**src/rtl/systolic_feeder_pkg.sv**
```systemverilog
// Shared types and sizing for the systolic array feeder.
// Element (r,c) of a packed matrix sits at bit (r*SIZE+c)*DW.
package systolic_feeder_pkg;

   localparam int SIZE     = 4;
   localparam int DW       = 8;
   localparam int FEED_LEN = 3*SIZE-2;
   localparam int CNT_W    = $clog2(FEED_LEN);
   localparam int MAT_W    = SIZE*SIZE*DW;
   localparam int LANE_W   = SIZE*DW;

   typedef enum logic [1:0] {
      IDLE,
      CLEAR,
      FEED,
      DONE
   } state_e;

   function automatic int elem_lsb(input int r, input int c);
      return (r*SIZE + c)*DW;
   endfunction

   function automatic int row_lsb(input int r);
      return elem_lsb(r, 0);
   endfunction

endpackage

```
**src/rtl/systolic_feeder_if.sv**
```systemverilog
// Job-in / result-out handshake plus the array-facing lane bus.
// The feeder connects through the slave view.
interface systolic_feeder_if;
   import systolic_feeder_pkg::*;

   logic              in_valid;
   logic              in_ready;
   logic [MAT_W-1:0]  mat_a;
   logic [MAT_W-1:0]  mat_b;
   logic [LANE_W-1:0] AB;
   logic [LANE_W-1:0] BB;
   logic              pe_clear;
   logic              out_valid;
   logic              out_ready;
   logic              busy;

   modport slave (
      input  in_valid, mat_a, mat_b, out_ready,
      output in_ready, AB, BB, pe_clear, out_valid, busy
   );

   modport master (
      output in_valid, mat_a, mat_b, out_ready,
      input  in_ready, AB, BB, pe_clear, out_valid, busy
   );

endinterface

```
**src/rtl/systolic_lane_select.sv**
```systemverilog
// Picks the element a lane carries at step t: vec[t-lane], or 0
// outside the SIZE-wide skew window.
module systolic_lane_select
   import systolic_feeder_pkg::*;
(
   input  logic [LANE_W-1:0] vec_i,
   input  logic [CNT_W-1:0]  lane_i,
   input  logic [CNT_W-1:0]  t_i,
   output logic [DW-1:0]     elem_o
);

   logic [CNT_W-1:0] k;

   always_comb begin
      elem_o = '0;
      k      = t_i - lane_i;
      if (t_i >= lane_i) begin
         for (int i = 0; i < SIZE; i++) begin
            if (k == CNT_W'(i)) elem_o = vec_i[i*DW +: DW];
         end
      end
   end

endmodule

```
**src/rtl/systolic_feeder.sv**
```systemverilog
// Captures A and B, then streams them skewed into the PE array
// and holds the result flag until acknowledged.
module systolic_feeder
   import systolic_feeder_pkg::*;
(
   input logic              clk,
   input logic              reset_n,
   systolic_feeder_if.slave bus
);

   localparam logic [CNT_W-1:0] T_LAST = CNT_W'(FEED_LEN-1);

   state_e            state_q, state_d;
   logic [CNT_W-1:0]  t_q, t_d;
   logic [MAT_W-1:0]  a_q, b_q;
   logic [LANE_W-1:0] ab_q, ab_d, ab_sel;
   logic [LANE_W-1:0] bb_q, bb_d, bb_sel;
   logic              accept, load;

   assign accept = (state_q == IDLE) && bus.in_valid;
   assign load   = (state_q == CLEAR) ||
                   ((state_q == FEED) && (t_q != T_LAST));

   // t_d is the step whose values the lanes present next cycle
   for (genvar l = 0; l < SIZE; l++) begin : g_lane
      logic [LANE_W-1:0] col;

      for (genvar k = 0; k < SIZE; k++) begin : g_col
         assign col[k*DW +: DW] = b_q[elem_lsb(k, l) +: DW];
      end

      systolic_lane_select u_ab (
         .vec_i  (a_q[row_lsb(l) +: LANE_W]),
         .lane_i (CNT_W'(l)),
         .t_i    (t_d),
         .elem_o (ab_sel[l*DW +: DW])
      );

      systolic_lane_select u_bb (
         .vec_i  (col),
         .lane_i (CNT_W'(l)),
         .t_i    (t_d),
         .elem_o (bb_sel[l*DW +: DW])
      );
   end

   assign ab_d = load ? ab_sel : '0;
   assign bb_d = load ? bb_sel : '0;

   always_comb begin
      state_d = state_q;
      t_d     = t_q;
      unique case (state_q)
         IDLE: begin
            if (bus.in_valid) state_d = CLEAR;
         end
         CLEAR: begin
            state_d = FEED;
            t_d     = '0;
         end
         FEED: begin
            if (t_q == T_LAST) state_d = DONE;
            else               t_d     = t_q + CNT_W'(1);
         end
         DONE: begin
            if (bus.out_ready) state_d = IDLE;
         end
         default: state_d = IDLE;
      endcase
   end

   always_ff @(posedge clk or negedge reset_n) begin
      if (!reset_n) begin
         state_q <= IDLE;
         t_q     <= '0;
         a_q     <= '0;
         b_q     <= '0;
         ab_q    <= '0;
         bb_q    <= '0;
      end else begin
         state_q <= state_d;
         t_q     <= t_d;
         ab_q    <= ab_d;
         bb_q    <= bb_d;
         if (accept) begin
            a_q <= bus.mat_a;
            b_q <= bus.mat_b;
         end
      end
   end

   assign bus.AB        = ab_q;
   assign bus.BB        = bb_q;
   assign bus.in_ready  = (state_q == IDLE);
   assign bus.pe_clear  = (state_q == IDLE) || (state_q == CLEAR);
   assign bus.out_valid = (state_q == DONE);
   assign bus.busy      = (state_q != IDLE);

endmodule

```
**src/flat_wrapper.sv**
```systemverilog
// flat-port wrapper written by rule: the top's interface ports become plain ports
module systolic_feeder_flat import systolic_feeder_pkg::*;
  (clk, reset_n, bus_in_valid, bus_mat_a, bus_mat_b, bus_out_ready, bus_in_ready, bus_AB, bus_BB, bus_pe_clear, bus_out_valid, bus_busy);
  systolic_feeder_if bus_i ();
  input logic clk;
  input logic reset_n;
  input wire logic [$bits(bus_i.in_valid)-1:0] bus_in_valid;
  input wire logic [$bits(bus_i.mat_a)-1:0] bus_mat_a;
  input wire logic [$bits(bus_i.mat_b)-1:0] bus_mat_b;
  input wire logic [$bits(bus_i.out_ready)-1:0] bus_out_ready;
  output wire logic [$bits(bus_i.in_ready)-1:0] bus_in_ready;
  output wire logic [$bits(bus_i.AB)-1:0] bus_AB;
  output wire logic [$bits(bus_i.BB)-1:0] bus_BB;
  output wire logic [$bits(bus_i.pe_clear)-1:0] bus_pe_clear;
  output wire logic [$bits(bus_i.out_valid)-1:0] bus_out_valid;
  output wire logic [$bits(bus_i.busy)-1:0] bus_busy;
  assign bus_i.in_valid = bus_in_valid;
  assign bus_i.mat_a = bus_mat_a;
  assign bus_i.mat_b = bus_mat_b;
  assign bus_i.out_ready = bus_out_ready;
  assign bus_in_ready = bus_i.in_ready;
  assign bus_AB = bus_i.AB;
  assign bus_BB = bus_i.BB;
  assign bus_pe_clear = bus_i.pe_clear;
  assign bus_out_valid = bus_i.out_valid;
  assign bus_busy = bus_i.busy;
  systolic_feeder u_core (.clk(clk), .reset_n(reset_n), .bus(bus_i));
endmodule
```
**config.mk**
```make
export PLATFORM = sky130hd
export DESIGN_NAME = systolic_feeder_flat
export DESIGN_NICKNAME = d
export VERILOG_FILES = /design/src/rtl/systolic_feeder_pkg.sv /design/src/rtl/systolic_feeder_if.sv /design/src/rtl/systolic_lane_select.sv /design/src/rtl/systolic_feeder.sv /design/src/flat_wrapper.sv
export SDC_FILE = /design/constraint.sdc
export NUM_CORES = 1
export LEC_CHECK = 0
export BUFFER_PORTS_ARGS = -buffer_cell sky130_fd_sc_hd__buf_2
export CAP_MARGIN = 40
export CORE_MARGIN = 2
export CORE_UTILIZATION = 50
export CTS_CLUSTER_DIAMETER = 120
export CTS_CLUSTER_SIZE = 25
export DETAILED_ROUTE_END_ITERATION = 12
export PLACE_DENSITY = 0.75
export SLEW_MARGIN = 20
export SYNTH_ARGS = -nofsm -noshare
export SYNTH_HDL_FRONTEND = slang
export SYNTH_SLANG_ARGS = --single-unit
export TNS_END_PERCENT = 1
```
**constraint.sdc**
```tcl
create_clock -name clk -period 4.6 [get_ports clk]
set_input_delay 0.23 -clock clk [delete_from_list [all_inputs] [get_ports clk]]
set_output_delay 0.23 -clock clk [all_outputs]
set_load 0.1 [all_outputs]
```
After elaboration in Yosys (flattened, before gate mapping)

Index checks and enable logic that the tools add are counted.

Register bits: 326
Word-level logic and storage cells: 93

Add/subtract/negate cells: 4
Order comparisons: 4
Equality and inequality tests: 20
Mux-type cells: 48
Reduce and logical (&&, ||, !) cells: 11

Operators with widths:

| kind                                                | count |
|---|---|
| two-way mux 8 bit                                   | 40 |
| two-way mux 32 bit                                  | 2 |
| == test 4 x 2 -> 1 bit, second input constant       | 8 |
| == test 4 x 1 -> 1 bit, second input constant       | 4 |
| zero test 4 bit                                     | 4 |
| >= comparator 4 x 1 -> 1 bit, second input constant | 2 |
| >= comparator 4 x 2 -> 1 bit, second input constant | 2 |
| one-hot mux 2 bit (4 select lines)                  | 1 |
| one-hot mux 4 bit (2 select lines)                  | 1 |
| subtractor 4 x 2 -> 4 bit, second input constant    | 2 |
| two-way mux 2 bit                                   | 3 |
| != test 2 bit, second input constant                | 3 |
| adder 4 x 1 -> 4 bit, second input constant         | 1 |
| == test 2 bit, second input constant                | 2 |
| == test 4 bit, second input constant                | 1 |
| two-way mux 4 bit                                   | 1 |
| != test 4 bit, second input constant                | 1 |
| subtractor 4 x 1 -> 4 bit, second input constant    | 1 |
| AND reduction 3 bit                                 | 1 |
| == test 2 x 1 -> 1 bit, second input constant       | 1 |
| logical AND 1 bit                                   | 2 |
| zero test 2 bit                                     | 1 |
| logical OR 1 bit                                    | 2 |
| nonzero test 2 bit                                  | 1 |

Longest topological paths before layout

Gate-level depths: netlist of run 1.

Depth in word-level cells: 11
Depth in mapped cells: 17
Depth with buffers taken out: 12

Hierarchy

Synthesis of run 1 repeated with hierarchy kept, for this count alone.

Cell total of the unflattened synthesis: 1053
Area, all modules: 15501.1 um2

By module, submodules not included:

| module                                           | instances | cells an instance | area an instance (um2) |
|---|---|---|---|
| systolic_feeder                                  | 1         | 721               | 12067.8 |
| systolic_lane_select (u_core.g_lane[1].u_ab ...) | 6         | 42                | 431.7 |
| systolic_lane_select (u_core.g_lane[0].u_ab ...) | 2         | 40                | 421.7 |

Worst setup path before layout of run 1

OpenSTA, ideal clock, no wires.

Kind: register to register
Start point: register u_core.state_q[0]
End point: register u_core.bb_q[10], in the netlist u_core.bus.BB[10]
Arrival: 3.488 ns
Required time: 4.506 ns
Setup slack: 1.018 ns
Stages on the path, launching flop included: 17
Cells stage by stage: dfrtp_1 inv_1 ha_1 buf_4 nand2_2 a2111o_1 o211a_1 buf_2 buf_2 clkbuf_1 ha_1 nor4b_1 a311oi_1 xnor2_2 clkbuf_1 nand4_1 a211oi_1

Cells in the longest elaborated chain, start to end: 10
Elaborated cells on any way between the ends: 17

RTL lines:

| what                                                           | line                                                                | RTL |
|---|---|---|
| from (decl)                                                    | systolic_feeder.sv:13                                               | `state_e state_q, state_d;` |
| from (signal assigned)                                         | systolic_feeder.sv:81                                               | `state_q <= state_d;` |
| == test 2 bit / == test 2 x 1 -> 1 bit (equally long branches) | systolic_feeder.sv:22, systolic_feeder.sv:53, systolic_feeder.sv:21 |  |
| one-hot mux 4 bit (2 select lines)                             | systolic_feeder.sv:53                                               | `unique case (state_q)` |
| subtractor 4 x 1 -> 4 bit                                      | systolic_lane_select.sv:16                                          | `k = t_i - lane_i;` |
| zero test 4 bit                                                | systolic_lane_select.sv:19                                          | `if (k == CNT_W'(i)) elem_o = vec_i[i*DW +: DW];` |
| two-way mux 8 bit (4 in series)                                | systolic_lane_select.sv:19                                          |  |
| two-way mux 8 bit                                              | systolic_lane_select.sv:17                                          | `if (t_i >= lane_i) begin` |
| two-way mux 32 bit (*)                                         | systolic_feeder.sv:48                                               | `assign bb_d = load ? bb_sel : '0;` |
| via u_core.bb_d[10]                                            | systolic_feeder.sv:17                                               | `logic [LANE_W-1:0] bb_q, bb_d, bb_sel;` |
| to (signal assigned)                                           | systolic_feeder.sv:79                                               | `bb_q <= '0;` |
| to (signal assigned)                                           | systolic_feeder.sv:84                                               | `bb_q <= bb_d;` |
| to (decl)                                                      | systolic_feeder.sv:17                                               |  |

Mark *: on every way through the listed nets, which the timed path passes. The rest lies on a longest branch.
A chain may end at the register's enable or synchronous reset.

Final worst setup path of run 1

Start point: register u_core.state_q[0]
End point: register u_core.ab_q[12], in the netlist u_core.bus.AB[12]

Cells in the longest elaborated chain, start to end: 10
Elaborated cells on any way between the ends: 17

RTL lines:

| what                                                           | line                                                                | RTL |
|---|---|---|
| == test 2 bit / == test 2 x 1 -> 1 bit (equally long branches) | systolic_feeder.sv:22, systolic_feeder.sv:53, systolic_feeder.sv:21 |  |
| one-hot mux 4 bit (2 select lines)                             | systolic_feeder.sv:53                                               |  |
| subtractor 4 x 1 -> 4 bit                                      | systolic_lane_select.sv:16                                          |  |
| zero test 4 bit                                                | systolic_lane_select.sv:19                                          |  |
| two-way mux 8 bit (4 in series)                                | systolic_lane_select.sv:19                                          |  |
| two-way mux 8 bit                                              | systolic_lane_select.sv:17                                          |  |
| two-way mux 32 bit (*)                                         | systolic_feeder.sv:47                                               | `assign ab_d = load ? ab_sel : '0;` |
| via u_core.ab_d[12]                                            | systolic_feeder.sv:16                                               | `logic [LANE_W-1:0] ab_q, ab_d, ab_sel;` |
| to (signal assigned)                                           | systolic_feeder.sv:78                                               | `ab_q <= '0;` |
| to (signal assigned)                                           | systolic_feeder.sv:83                                               | `ab_q <= ab_d;` |
| to (decl)                                                      | systolic_feeder.sv:16                                               |  |

Marks and branches as above.

==> results of run 1 <==
-- synth_stat cells, types with 2 or more instances --
cell type,count
a211oi_1,17
a211oi_2,2
a21oi_1,17
a221o_1,16
a221oi_1,32
a22o_1,17
a32o_1,16
buf_2,17
clkbuf_1,51
dfrtp_1,326
ha_1,9
inv_1,8
inv_4,2
mux2_2,256
nand2_1,25
nand2b_1,3
nand3_1,7
nand4_1,18
nor2_1,35
nor3_1,20
nor3_2,5
o211a_1,2
o211ai_1,3
o21ai_0,3
o21ai_1,3
o22ai_1,15
o32ai_1,16
or2_0,10
or2_2,9
or3_1,2
-- layer usage --
layer  vias to the layer above  wire, um
li1                       4811         -
met1                      5431     15600
met2                       478     20400
met3                       100      2490
met4                         0      1480
met5                         -         0
-- cell type report --
class                           instances  area (um2)  share of cell area [%]
Inverter                               10        42.5                   0.226
Tap cell                              341         427                    2.27
Antenna cell                            4        10.0                  0.0531
Sequential cell                       326        8160                    43.3
Timing Repair Buffer                  610        4490                    23.9
Multi-Input combinational cell        585        5250                    27.8
Clock inverter                          1        30.0                   0.159
Clock buffer                           18         429                    2.28
-- report_power, final --
| group | switching (mW) | leakage, nW | internal [mW] |
|---|---|---|---|
| clock network | 0.924 | 0.222 | 0.684 |
| logic | 3.05 | 4.39 | 2.36 |
| registers | 0.712 | 3.97 | 4.13 |
-- critical path, cell delays in order (launching register included) --
cell      delay (ns)
dfrtp_1         0.41
inv_1           0.08
ha_1            0.46
nand2_2         0.18
a2111o_1        0.38
o211a_1         0.14
buf_4           0.25
ha_1            0.25
nor4b_1         0.15
a311oi_1        0.41
xnor2_2         0.16
buf_6           0.20
nand4_1         0.13
a211oi_1        0.28
-- stage by stage --
stage	power, mW	hold WS (ns)
3_5_place_dp	9.90	0.415
5_1_grt	12.5	0.162
2_1_floorplan	8.57	-0.0656
4_1_cts	11.7	0.149
6_report	11.9	0.166
3_3_place_gp	9.69	0.418
-- kinds of logic after synthesis --
kind of cell             count (synthesis)  share of synthesized area, %
AO/OA/AOI/OAI                          173                          10.5
flip-flops                             326                          59.4
XOR/XNOR                                 1                         0.118
buffers and inverters                   80                          2.46
adder cells (fa/ha/maj)                  9                         0.820
multiplexers                           256                          21.0
AND/OR/NAND/NOR                        146                          5.68
-- state kept, by name, summed over array words and instances, names as in the netlist --
signal          flops
u_core.bus.BB      32
u_core.bus.AB      32
u_core.b_q        128
u_core.t_q          4
u_core.state_q      2
u_core.a_q        128
-- repair_timing --
action                     in CTS  in global routing
buffers inserted                0                  0
hold buffers                  257                  0
setup endpoints to repair       0                  0
hold endpoints to repair      383                  0
-- path summary, 6_finish.rpt --
| kind | startpoint | to | slack (ns) | depth (start not counted) |
|---|---|---|---|---|
| worst max-delay path | u_core.state_q[0] | u_core.bus.AB[12] | 1.0 | 13 |
| worst min-delay path | bus_out_ready | u_core.state_q[0] | 0.17 | 3 |
| worst max register to register | u_core.state_q[0] | u_core.bus.AB[12] | 1.0 | 13 |
| worst min register to register | u_core.a_q[90] | u_core.bus.AB[18] | 0.50 | 1 |
| max in group asynchronous | reset_n | u_core.b_q[37] | 3.05 | 3 |
| min in group asynchronous | reset_n | u_core.a_q[67] | 0.41 | 2 |
==> impl_metrics.yaml, run 1 <==
status:
  outcome: "finished, final reports clean"
flow_run:
  drv_cap: 0
sta:
  fin_skew_ns: 0.0250
  post-route-min-period_ns: 3.60
  slew_violations: 0
  finalCritPeriodShare_pct: 78.3
  rsz0062_at_grt: "no"
  setup_violations: 0
  layout_setup_ws_ns: 0.998
  setup_tns_ns: 0
  hold_violations: 0
  max_freq_mhz: 278
  max_slew_margin_pct: 35.5
  worst_slew_pin_slew_ns: 0.968
grt:
  grt_pass1_wl_um: 61800
  met3_usage_pct: 4.87
  antenna_found_initial: 4
  grt_pass1_vias: 11800
  overflow: 0
  use_met1_pct: 33.4
  grt_max_degree: 130
  grt_use_met2_pct: 47.7
  busiest_layer: "met2"
  grt_usage_pct: 27.3
pwr:
  leakagePower_nw: 8.59
  irDropWorstVdd_mv: 0.369
  cellPowerDensity_mw_per_mm2: 630
floorplan:
  num_rows: 60
  die-area_mm2: 0.0288
  die_w_um: 170
  initial_utilization_pct: 51.0
  io_pins: 328
  coreArea_mm2: 0.0270
  die_y_um: 170
synth:
  syn-cell-area_mm2: 0.0137
  synthArstFlopShare_pct: 100
  synth-seq-cells: 326
  post_synth_num_cell_types: 59
  syn-mean-instance-area_um2: 13.9
  synth_seq_area_share_pct: 59.4
  synth_edf_count: 0
  yosysWarnings: 0
  synthTopCellsByArea: "dfrtp_1, mux2_2, a221oi_1, clkbuf_1, a221o_1"
  ys.flop_type: "dfrtp_1"
  syn-instance-count: 991
  synth_top_cell_by_area: "dfrtp_1"
  synth_top_area_share_pct: 59.4
  synth_nets: 1260
detailed_routing:
  drt-total-wl_um: 40000
  vias: 10800
  drt_first_pass_iters: 5
  dr.first_iter.drc_count: 887
  ant_nets: 0
  wire_per_inst_um: 21.1
  via_per_inst: 5.71
  drc: 0
placement:
  gp_congestion: 0.818
  post_dp_cell_area_mm2: 0.0157
  post-dp-hpwl_um: 23000
  place_inst: 1610
  numPortBuffers: 327
  dp_worst_setup_slack_ns: 0.942
worst_setup_path:
  crit_path_start_kind: "register"
  end_kind: "register"
  path_class: "reg2reg"
  critPathArrivalTime_ns: 4.01
  cp_data_required_time_ns: 5.01
  worst-path-max-fanout: 27
clock_network:
  cts_root_buf: "clkbuf_16"
  cts_tree: "yes"
  cts_max_path_buffers: 3
  cts.clk_slew.worst_paths_ns: 0.10
  post_cts_resize_count: 0
  cts_made_buffers: 17
  clk_latency_ns: 0.51
  htreeDepth: 1
  clkSinkCount: 326
finish:
  mostFrequentLayoutCells: "buf_2, dfrtp_1, dlygate4sd3_1, mux2_2, nor2_1"
  fillCellCount: 1774
  nets: 1819
  final_util_pct: 69.9
  layout-drive-gt1-share_pct: 42.1
  finalInstanceArea_mm2: 0.0188
  fin_cells: 1895
  syn2layout_area_growth_pct: 37.2
worst_hold_path:
  min_path_type: "in2reg"
No activity file was read; power rests on OpenSTA's default activity.
==> run 2, diff against run 1 <==
Settings changed: CORE_UTILIZATION 50 to 49, PLACE_DENSITY 0.75 to 0.77.
Clock period 4.6 ns to 3.1 ns, I/O delays scaled along.
==> run 2 against run 1 <==
Critical path type unchanged. Worst hold slack got worse by 0.096 ns. Clock-buffer cell count did not move. Routed wire length rose by 3.0%. Critical endpoint is now u_core.bus.BB[9]. Worst setup slack got worse by 0.96 ns. Non-clock buffer count rose by 36. Register-to-register slack got worse by 0.96 ns.
==> impl_metrics.yaml, run 2 (synthesis results as in run 1) <==
finish:
  top_regs: "u_core.a_q x128, u_core.b_q x128"
  layout-drive-gt1-share_pct: 45.0
  fillCellCount: 1799
  fin_cells: 1969
  mostFrequentLayoutCells: "buf_2, dfrtp_1, dlygate4sd3_1, mux2_2, buf_4"
  multi_input_area_mm2: 0.00545
  syn2layout_area_growth_pct: 41.4
  nets: 1855
  regArea_mm2: 0.00816
  final_util_pct: 70.1
sta:
  max_freq_mhz: 327
  layout_setup_ws_ns: 0.0422
  setup_violations: 0
  max_slew_margin_pct: 48.6
  rsz0062_at_grt: "yes"
  finalCritPeriodShare_pct: 98.6
  worst_slew_pin_slew_ns: 0.771
  hold_violations: 0
  fin_skew_ns: 0.0290
  slew_violations: 0
  worst_hold_slack_ns: 0.0694
  post-route-min-period_ns: 3.06
detailed_routing:
  drt_first_pass_iters: 5
  vias: 11100
  drt-total-wl_um: 41200
  dr.first_iter.drc_count: 975
  via_per_inst: 5.63
  drc: 0
  wire_per_inst_um: 20.9
  ant_nets: 0
grt:
  grt_pass1_wl_um: 63000
  overflow: 0
  grt_pass1_vias: 11800
  grt_usage_pct: 27.5
  grt_max_degree: 100
  antenna_found_initial: 2
floorplan:
  initial_utilization_pct: 49.6
  die-area_mm2: 0.0294
  io_pins: 328
  coreArea_mm2: 0.0277
  num_rows: 61
  die_w_um: 171
  die_y_um: 171
pwr:
  leakagePower_nw: 8.81
  totalPowerFinal_mw: 18.5
  irDropWorstVdd_mv: 0.547
  cellPowerDensity_mw_per_mm2: 954
clock_network:
  htreeDepth: 1
  cts_tree: "yes"
  clk_latency_ns: 0.52
  cts.clk_slew.worst_paths_ns: 0.10
  cts_made_buffers: 17
  clkSinkCount: 326
  cts_max_path_buffers: 3
  cts_root_buf: "clkbuf_16"
worst_setup_path:
  max_stage_delay_ns: 0.42
  path_cells: "inv_2 > ha_4 > nand2_8 > a2111o_1 > o211a_4 > ha_4 > nor4b_4 > a311oi_4 > xnor2_4 > buf_6 > nand4_1 > a211oi_2"
  crit_slowest_cell: "dfrtp_1"
  crit_path_start_kind: "register"
  path_class: "reg2reg"
  worst-path-max-fanout: 8
  end_kind: "register"
  crit_path_frequent_cell: "ha_4"
  critPathArrivalTime_ns: 3.48
  cp_data_required_time_ns: 3.52
placement:
  place_inst: 1677
  gp_congestion: 0.885
  post-dp-hpwl_um: 23400
  dp_worst_setup_slack_ns: -0.212
  numPortBuffers: 327
flow_run:
  drv_cap: 0
status:
  outcome: "finished, final reports clean"
worst_hold_path:
  min_path_type: "in2reg"
==> run 2: cell types whose count changed in the layout (fill, tap and decap cells not counted), sizes merged <==
| cell | delta |
|---|---|
| buf | +36 |
| inv | +1 |
==> run 2: layer usage <==
layer | up-vias | wire length, um | GRT usage, %
met5 | - | 0 | 0
met4 | 0 | 1330 | 11.8
met3 | 109 | 2530 | 4.86
met2 | 477 | 21300 | 47.5
met1 | 5633 | 16000 | 34.1
li1 | 4874 | - | -
==> run 2: path summary, 6_finish.rpt <==
check                             startpoint                 to  slack [ns]  cells past startpoint
min reg2reg                  u_core.b_q[114]  u_core.bus.BB[18]        0.51                      1
max                        u_core.state_q[0]   u_core.bus.BB[9]        0.04                     12
max reg2reg                u_core.state_q[0]   u_core.bus.BB[9]        0.04                     12
max in group asynchronous            reset_n     u_core.b_q[92]        1.87                      3
min                            bus_out_ready  u_core.state_q[0]        0.07                      3
min in group asynchronous            reset_n     u_core.a_q[63]        0.29                      2
==> run 2: power by group <==
| part | internal [mW] | total (mW) | switching [mW] | leakage, nW |
|---|---|---|---|---|
| sequential | 6.13 | 7.17 | 1.03 | 3.97 |
| clock | 1.02 | 2.39 | 1.37 | 0.227 |
| combinational | 4.11 | 8.97 | 4.85 | 4.61 |
| total | 11.3 | 18.5 | 7.25 | 8.81 |
==> run 2: area by class of cell <==
type	count	share of cell area [%]
Sequential cell	326	42.0
Tap cell	378	2.44
Clock inverter	2	0.200
Timing Repair Buffer	646	24.8
Inverter	10	0.219
Clock buffer	18	2.21
Multi-Input combinational cell	585	28.1
Antenna cell	4	0.0516
==> run 2: critical path: cells and delay by family, from the launching register on <==
family | cells | cell delay (ns)
buf+inv | 2 | 0.25
simple gates | 3 | 0.31
xor+xnor | 1 | 0.24
compound gates | 4 | 1.22
fa+ha+maj | 2 | 0.52
flops | 1 | 0.42
==> run 2: what timing repair did <==
action                                  4_1_cts  5_1_grt
hold buffers                                257        0
setup buffers                                 5        6
gates resized for setup                       3       21
pin swaps                                     1       10
hold endpoints to repair                    347        0
endpoints found under the setup margin       16       48
cloned                                        0        0
==> run 2: per-stage QoR <==
step / area, um2 / TNS (ns)
finish: 19400 / 0
detailed placement: 16100 / -2.61
global placement: 16100 / -0.178
global route: 19400 / -0.0612
floorplan: 13900 / -0.587
CTS: 19300 / 0
==> run 3, diff against run 2 <==
Settings changed: ABC_AREA from default to 1.
==> run 3 against run 2 <==
Clock skew decreased by 0.0061 ns. Critical path depth increased by 1. Routed wire length increased by 2.4%. Combinational power increased by 25%. Final area decreased by 0.66%. Via count increased by 5.1%. Synthesized area increased by 2.7%. Register-to-register slack improved by 0.19 ns. Synthesized cell count increased by 22%. Sequential share of layout area increased by 0.28 points. Global-route usage increased by 0.28 points. Flip-flop and latch count unchanged. Highest routed layer is now met5.
==> impl_metrics.yaml, run 3 <==
floorplan:
  die-area_mm2: 0.0301
  die_y_um: 174
  io_pins: 328
  initial_utilization_pct: 49.4
  coreArea_mm2: 0.0285
  num_rows: 62
  die_w_um: 174
sta:
  fin_skew_ns: 0.0229
  worst_hold_slack_ns: 0.141
  max_slew_margin_pct: 51.9
  setup_tns_ns: 0
  max_freq_mhz: 348
  hold_violations: 0
  finalCritPeriodShare_pct: 92.6
  worst_slew_pin_slew_ns: 0.721
  slew_violations: 0
  setup_violations: 0
  layout_setup_ws_ns: 0.229
  rsz0062_at_grt: "no"
  post-route-min-period_ns: 2.87
synth:
  synthArstFlopShare_pct: 100
  synth-seq-cells: 326
  syn-mean-instance-area_um2: 11.7
  synthTopCellsByArea: "dfrtp_1, mux2_2, nand2_1, nand3_1, nor2_1"
  synth_top_cell_by_area: "dfrtp_1"
  synth.most_common_cell: "dfrtp_1"
  post_synth_num_cell_types: 32
  yosysWarnings: 0
  ys_top_cells_by_count: "dfrtp_1, mux2_2, nand2_1"
  synth_edf_count: 0
  synth_top_area_share_pct: 57.9
  synth_seq_area_share_pct: 57.9
  syn-cell-area_mm2: 0.0141
  ys.flop_type: "dfrtp_1"
  synth_nets: 1478
  syn-instance-count: 1209
finish:
  multi_input_area_mm2: 0.00548
  layout-drive-gt1-share_pct: 37.6
  fillCellCount: 2023
  top_regs: "u_core.a_q x128, u_core.b_q x128"
  mostFrequentLayoutCells: "buf_2, dfrtp_1, dlygate4sd3_1, mux2_2, nand2_1"
  fin_cells: 2163
  regArea_mm2: 0.00816
  finalInstanceArea_mm2: 0.0193
  final_util_pct: 67.6
  nets: 2044
  syn2layout_area_growth_pct: 36.8
grt:
  grt_max_degree: 93
  overflow: 0
  grt_pass1_vias: 12500
  antenna_found_initial: 5
  grt_usage_pct: 27.8
  grt_pass1_wl_um: 66900
clock_network:
  cts_max_path_buffers: 3
  cts_root_buf: "clkbuf_16"
  postCtsSetupBuffers: 0
  clk_latency_ns: 0.50
  clkSinkCount: 326
  cts_made_buffers: 17
  cts.clk_slew.worst_paths_ns: 0.10
  htreeDepth: 1
  cts_tree: "yes"
placement:
  numPortBuffers: 327
  post_dp_cell_area_mm2: 0.0162
  gp_congestion: 0.820
  dp_worst_setup_slack_ns: 0.0800
  place_inst: 1883
  post-dp-hpwl_um: 24900
worst_setup_path:
  crit_path_start_kind: "register"
  end_kind: "register"
  crit_slowest_cell: "ha_2"
  path_class: "reg2reg"
  worst-path-max-fanout: 11
  critPathTopFamily: "simple AND/OR/NAND/NOR gates"
  r2r_slack_ns: 0.23
  max_stage_delay_ns: 0.46
  timing.rr.end: "u_core.bus.BB[16]"
  critPathArrivalTime_ns: 3.28
  worstRegToRegCells: 13
  path_cells: "inv_1 > ha_2 > nand2_2 > nand3_4 > ha_1 > inv_1 > nand4_1 > nand2_1 > nor2_8 > nand2_1 > inv_1 > nand2_1 > a21oi_1"
  rr_startpoint: "u_core.state_q[0]"
  cp_data_required_time_ns: 3.51
  worst-path-buf-inv: 3
worst_hold_path:
  holdPathEnd: "u_core.state_q[1]"
  min_path_type: "in2reg"
  holdPathStages: 4
  hold_path_startpoint: "bus_out_ready"
pwr:
  totalPowerFinal_mw: 20.9
  leakagePower_nw: 9.37
  cellPowerDensity_mw_per_mm2: 1090
  irDropWorstVdd_mv: 0.751
detailed_routing:
  vias: 11700
  via_per_inst: 5.39
  dr.first_iter.drc_count: 1120
  wire_per_inst_um: 19.5
  drt_first_pass_iters: 6
  drt-total-wl_um: 42100
  drc: 0
  ant_nets: 0
flow_run:
  drv_cap: 0
status:
  outcome: "finished, final reports clean"
-- run 3: cell types whose count changed after synthesis, moves of 18 or more --
cell	previous run	this run
a21oi_1	17	47
a221oi_1	32	0
clkbuf_1	51	32
inv_1	8	36
nand2_1	25	177
nand3_1	7	80
nor2_1	35	82
nor3_1	20	1
o21ai_0	3	21
o21ai_1	3	21
-- run 3: routing by layer --
layer / vias up / part of all wire, % / track usage (%)
met2: 522 / 50 / 48.4
li1: 5219 / - / -
met3: 121 / 6.9 / 5.22
met5: - / 0.031 / 0
met1: 5800 / 39 / 34.9
met4: 2 / 3.4 / 9.59
-- run 3: cells by family after synthesis --
logic type | count (synthesis) | synth area share, %
AO/OA/AOI/OAI | 101 | 3.84
adder cells (fa/ha/maj) | 9 | 0.799
buffers and inverters | 106 | 3.38
flip-flops | 326 | 57.9
multiplexers | 256 | 20.4
AND/OR/NAND/NOR | 411 | 13.7
-- run 3: tightest hold or removal path, cell delays in order --
cell and delay (ns):
buf_2 0.08, o221ai_1 0.19, nor2_1 0.14, a21oi_1 0.05
-- run 3: worst max path at each step --
stage	from	endpoint	slack [ns]	depth (start not counted)
after CTS	u_core.state_q[0]	u_core.bus.BB[20]	0.06	13
after global routing	u_core.state_q[1]	u_core.bus.BB[16]	0.02	13
final	u_core.state_q[0]	u_core.bus.BB[16]	0.23	13
after floorplan	u_core.state_q[0]	bus_pe_clear	0.02	4
after detailed placement	u_core.state_q[0]	u_core.bus.BB[21]	0.08	13
after global placement	u_core.state_q[0]	u_core.bus.BB[23]	0.24	13
-- run 3: final cells by class --
class	count	area share (%)
Clock inverter	1	0.156
Timing Repair Buffer	610	23.5
Inverter	43	0.837
Sequential cell	326	42.3
Multi-Input combinational cell	777	28.4
Antenna cell	4	0.0519
Clock buffer	18	2.23
Tap cell	384	2.49
-- run 3: where the power goes --
group	internal (mW)	leakage (nW)	total (mW)	switching, mW
Sequential	6.24	4.00	7.33	1.09
Combinational	3.82	5.14	11.2	7.39
Clock	1.01	0.222	2.39	1.37
Total	11.1	9.37	20.9	9.86
-- run 3: timing repair --
item,CTS,global route
resized for setup,0,2
hold endpoints to repair,329,0
hold buffers,257,0
setup endpoints to repair,0,18
